[src/rtl/hsv_core_issue_dispatch.sv]
// hsv_core_issue_dispatch: issue-stage dispatcher with per-register pending-write scoreboard and per-slot handshakes
module hsv_core_issue_dispatch #(
  parameter int NUM_UNITS = 5,
  parameter int PAYLOAD_W = 64,
  parameter int NUM_REGS  = 32,
  parameter int REG_AW    = 5,
  parameter int CNT_W     = 2,
  parameter int TOKEN_W   = 4
) (
  input  logic                           clk_core,
  input  logic                           rst_core,
  input  logic                           flush_req,
  input  logic                           in_valid,
  output logic                           in_ready,
  input  logic [NUM_UNITS-1:0]           in_select,
  input  logic [PAYLOAD_W-1:0]           in_payload,
  input  logic [REG_AW-1:0]              in_rs1_addr,
  input  logic [REG_AW-1:0]              in_rs2_addr,
  input  logic [NUM_REGS-1:0]            in_rs_mask,
  input  logic [REG_AW-1:0]              in_rd_addr,
  input  logic                           in_rd_we,
  output logic [REG_AW-1:0]              rf_rs1_addr,
  output logic [REG_AW-1:0]              rf_rs2_addr,
  input  logic [31:0]                    rf_rs1_data,
  input  logic [31:0]                    rf_rs2_data,
  input  logic [NUM_REGS-1:0]            commit_mask,
  output logic [NUM_UNITS-1:0]           out_valid,
  input  logic [NUM_UNITS-1:0]           out_ready,
  output logic [NUM_UNITS*PAYLOAD_W-1:0] out_payload,
  output logic [NUM_UNITS*32-1:0]        out_rs1,
  output logic [NUM_UNITS*32-1:0]        out_rs2,
  output logic [NUM_UNITS*TOKEN_W-1:0]   out_token,
  output logic                           hazard
);
  logic [CNT_W-1:0]   cnt [NUM_REGS];
  logic [TOKEN_W-1:0] token;
  logic [NUM_REGS-1:0] inc, dec;
  logic sel_ok, slot_free, rd_full, accept;
  assign rf_rs1_addr = in_rs1_addr;
  assign rf_rs2_addr = in_rs2_addr;
  // cnt[0] stays 0 after reset because inc/dec can never fire for it
  always_comb begin
    hazard = 1'b0;
    inc = '0;
    dec = '0;
    for (int r = 0; r < NUM_REGS; r++) begin
      hazard = hazard | (in_rs_mask[r] & (cnt[r] != '0));
      inc[r] = accept & in_rd_we & (in_rd_addr != '0) & (in_rd_addr == REG_AW'(r));
      dec[r] = commit_mask[r] & (cnt[r] != '0);
    end
  end
  assign rd_full   = in_rd_we & (in_rd_addr != '0) & (cnt[in_rd_addr] == '1);
  assign sel_ok    = (in_select != '0) && ((in_select & (in_select - 1'b1)) == '0);
  assign slot_free = |(in_select & (~out_valid | out_ready));
  assign in_ready  = ~flush_req & ~rst_core & sel_ok & ~hazard & ~rd_full & slot_free;
  assign accept    = in_valid & in_ready;
  always_ff @(posedge clk_core) begin
    if (rst_core || flush_req) begin
      out_valid <= '0;
      token <= '0;
      for (int r = 0; r < NUM_REGS; r++) cnt[r] <= '0;
    end else begin
      for (int u = 0; u < NUM_UNITS; u++) begin
        if (accept && in_select[u]) begin
          out_valid[u] <= 1'b1;
          out_payload[u*PAYLOAD_W +: PAYLOAD_W] <= in_payload;
          out_rs1[u*32 +: 32] <= rf_rs1_data;
          out_rs2[u*32 +: 32] <= rf_rs2_data;
          out_token[u*TOKEN_W +: TOKEN_W] <= token;
        end else if (out_ready[u]) begin
          out_valid[u] <= 1'b0;
        end
      end
      if (accept) token <= token + 1'b1;
      for (int r = 0; r < NUM_REGS; r++) begin
        if (inc[r] && !dec[r]) cnt[r] <= cnt[r] + 1'b1;
        else if (dec[r] && !inc[r]) cnt[r] <= cnt[r] - 1'b1;
      end
    end
  end
endmodule

[config.mk]
export PLATFORM = sky130hd
export DESIGN_NAME = hsv_core_issue_dispatch
export DESIGN_NICKNAME = d
export VERILOG_FILES = /design/src/rtl/hsv_core_issue_dispatch.sv
export SDC_FILE = /design/constraint.sdc
export NUM_CORES = 1
export LEC_CHECK = 0
export BUFFER_PORTS_ARGS = -buffer_cell sky130_fd_sc_hd__buf_2
export CAP_MARGIN = 20
export CORE_AREA = 5 5 348 350
export DETAILED_ROUTE_END_ITERATION = 12
export DIE_AREA = 0 0 353 355
export MAX_ROUTING_LAYER = met4
export PLACE_DENSITY_LB_ADDON = 0.05
export SYNTH_ARGS = -nofsm -noshare
export SYNTH_HDL_FRONTEND = slang
export SYNTH_SLANG_ARGS = --single-unit
[constraint.sdc]
create_clock -name clk_core -period 7.9 [get_ports clk_core]
set_input_delay 0 -clock clk_core [delete_from_list [all_inputs] [get_ports clk_core]]
set_output_delay 0 -clock clk_core [all_outputs]
set_load 0.02 [all_outputs]
==> flow_summary.ini <==
[yosys]
synth_seq_cells = 733
async_reset_ff_share_pct = 0
ys_seq_area_share_pct = 84.43
synth_flop_cell = edfxtp_1
synth-edff-count = 724
yosysWarnings = 0
syn_area_um2 = 25960
synth.avg_cell_area_um2 = 18.98
ys_types = 59
synth_fp_nets = 1592
synthCells = 1368

[clocking]
cts_setup_buffers = 0
clockBufferDepth = 3
root_buffer = clkbuf_16
numCtsBuffers = 90
clk_latency_ps = 650
cts-resized-gates = 0
numClockSinks = 733
htree_levels = 3
cts_tree = yes
path_clk_slew_ps = 50
postCtsHoldBufs = 171

[critical_path]
critPathRequiredTime_ps = 8160
critPathLaunchType = flop
worstSetupPathType = flop to flop
arrival_ps = 5420
critical_path.max_fanout = 72
end_kind = flop

[global_routing]
grt-ovfl-total = 0
use_met1_pct = 19.51
met3_usage_pct = 5.679
grt_util_all_layers_pct = 18.48
grt_pass1_vias = 17660
grt_first_pass_wirelength_um = 156900
top_usage_layer = met2
antenna_found_initial = 32
grt_util_met2_pct = 34.25
grt_max_degree = 73

[placed_design]
io_buffer_count = 878
hpwl_um = 90040
place_congestion = 0.8329
dp.cells = 3746

[detailed_routing]
firstDrtPassIters = 5
wl_per_cell_um = 28.80
vias = 17750
drc_errors = 0
via_per_inst = 4.333
drtIter0Drc = 1104
ant_nets = 0
routed_wl_um = 117900

[sta]
fin_crit_sh_pct = 65.31
worst_slew_pin_slew_ps = 995.4
final_max_slew_viol_count = 0
max_freq_mhz = 193.8
fin_skew_ps = 34.67
finalSetupViolations = 0
finalCriticalPeriod_ps = 5159
finalHoldViolations = 0
tns_ps = 0
slew_headroom_pct = 33.39
rsz0062_at_grt = no

[finish]
regArea_um2 = 21920
fin_cells = 4096
mostFrequentLayoutCells = 878 x buf_2, 724 x edfxtp_1, 171 x dlygate4sd3_1
syn2layout_area_growth_pct = 42.41
layout_commonest_cell = buf_2
multiInputGateArea_um2 = 3730
final_nets = 2697
fillers = 11760
finish.utilization_pct = 31.48
drive_gt1_share_pct = 42.33

[floorplan]
io_pins = 899
dieArea_um2 = 125300
die_h_um = 355
chipWidth_um = 353
placementRows = 126
initial_core_util_pct = 22.11
coreArea_um2 = 117500

[run_status]
status = finished clean

[power]
ir_drop_mv = 0.1504
power_density_nw_per_um2 = 239.0
leakagePower_nw = 13.50

[run]
maxCapViolations = 0

[hold_path]
hold_path.class = input port to primary output
[kinds of logic after synthesis]
family / Yosys count / synth area share (%)
flops: 733 / 84.43
simple gates: 362 / 8.438
mux: 10 / 0.6747
xor+xnor: 32 / 1.079
fa+ha+maj: 2 / 0.09637
buf+inv: 67 / 1.253
compound gates: 162 / 4.029
[state kept, by name, summed over array words and instances (netlist names)]
name and cells:
cnt 64, out_valid 5, out_token 20, out_payload 320
token 4, out_rs1 160, out_rs2 160
[where the power goes]
| part | switching (W) | total [W] | internal (W) |
|---|---|---|---|
| clock network | 0.00168 | 0.00418 | 0.00250 |
| registers | 0.0000341 | 0.00433 | 0.00430 |
| logic | 0.000188 | 0.000330 | 0.000142 |
[per-layer routing]
| metal | share of wire (%) | up-vias |
|---|---|---|
| li1 | - | 7680 |
| met1 | 37 | 9210 |
| met2 | 54 | 711 |
| met3 | 7.7 | 145 |
| met4 | 1.7 | 0 |
| met5 | 0 | - |
[layout make-up]
cell class	instances	share of cell area (%)
Sequential cell	733	59.29
Timing Repair Buffer	1062	16.96
Multi-Input combinational cell	568	10.09
Clock buffer	105	6.355
Tap cell	1536	5.198
Clock inverter	58	1.760
Inverter	18	0.2504
Antenna cell	16	0.1083
[Yosys cell counts (4+ instances only)]
cell / n / share of area [%]
dfxtp_1: 9 / 0.69
nand3_1: 35 / 0.67
and3_1: 5 / 0.12
nand3b_1: 9 / 0.26
nand2b_1: 7 / 0.17
edfxtp_1: 724 / 84
o21ba_2: 7 / 0.27
nand4_1: 44 / 1.1
nand2_1: 99 / 1.4
a31o_2: 7 / 0.24
mux4_2: 6 / 0.52
buf_4: 13 / 0.38
xor2_1: 31 / 1.0
a21oi_1: 14 / 0.27
nor3b_1: 34 / 0.98
mux2i_1: 4 / 0.15
o21ai_0: 78 / 1.5
nor4b_1: 31 / 1.0
nor4_2: 5 / 0.24
a21o_1: 4 / 0.12
buf_1: 5 / 0.072
a31oi_1: 16 / 0.39
nor3_1: 28 / 0.54
nor2_1: 33 / 0.48
inv_1: 18 / 0.26
buf_2: 8 / 0.15
and2_1: 6 / 0.14
a41oi_1: 6 / 0.20
nor4_4: 10 / 0.82
o21a_1: 7 / 0.20
clkbuf_1: 21 / 0.30
[through the flow]
step                hold WS (ps)  power (W)  area, um^2  setup slack, ps
finish                  0.008814   0.008836       36980             2741
global route             0.03324   0.009149       36970             2511
CTS                       0.1487   0.008982       36940             2651
detailed placement        0.1487   0.004665       32220             2641
global placement          0.1487   0.004656       32210             2777
floorplan                  98.87   0.004515       25960             2879
[worst paths after layout]
check	from	to	slack (ps)	cells after the start
worst max register to register	cnt[23][0]$_SDFFCE_PN0P_	out_rs1[106]$_DFFE_PP_	2740	8
worst max-delay path	cnt[23][0]$_SDFFCE_PN0P_	out_rs1[106]$_DFFE_PP_	2740	8
worst min register to register	token[0]$_SDFFE_PN0N_	out_token[4]$_DFFE_PP_	580	0
worst min-delay path	in_rs2_addr[4]	rf_rs2_addr[4]	0.009	0
[critical path, stage by stage (launching register included)]
cell and delay (ps):
edfxtp_1 460, o21ai_0 560, nand4_1 270, nor4_1 610, nand2_2 590, a2111oi_4 780, nand2_1 280, inv_6 590
buf_12 430
(Power assumes the default switching activity.)
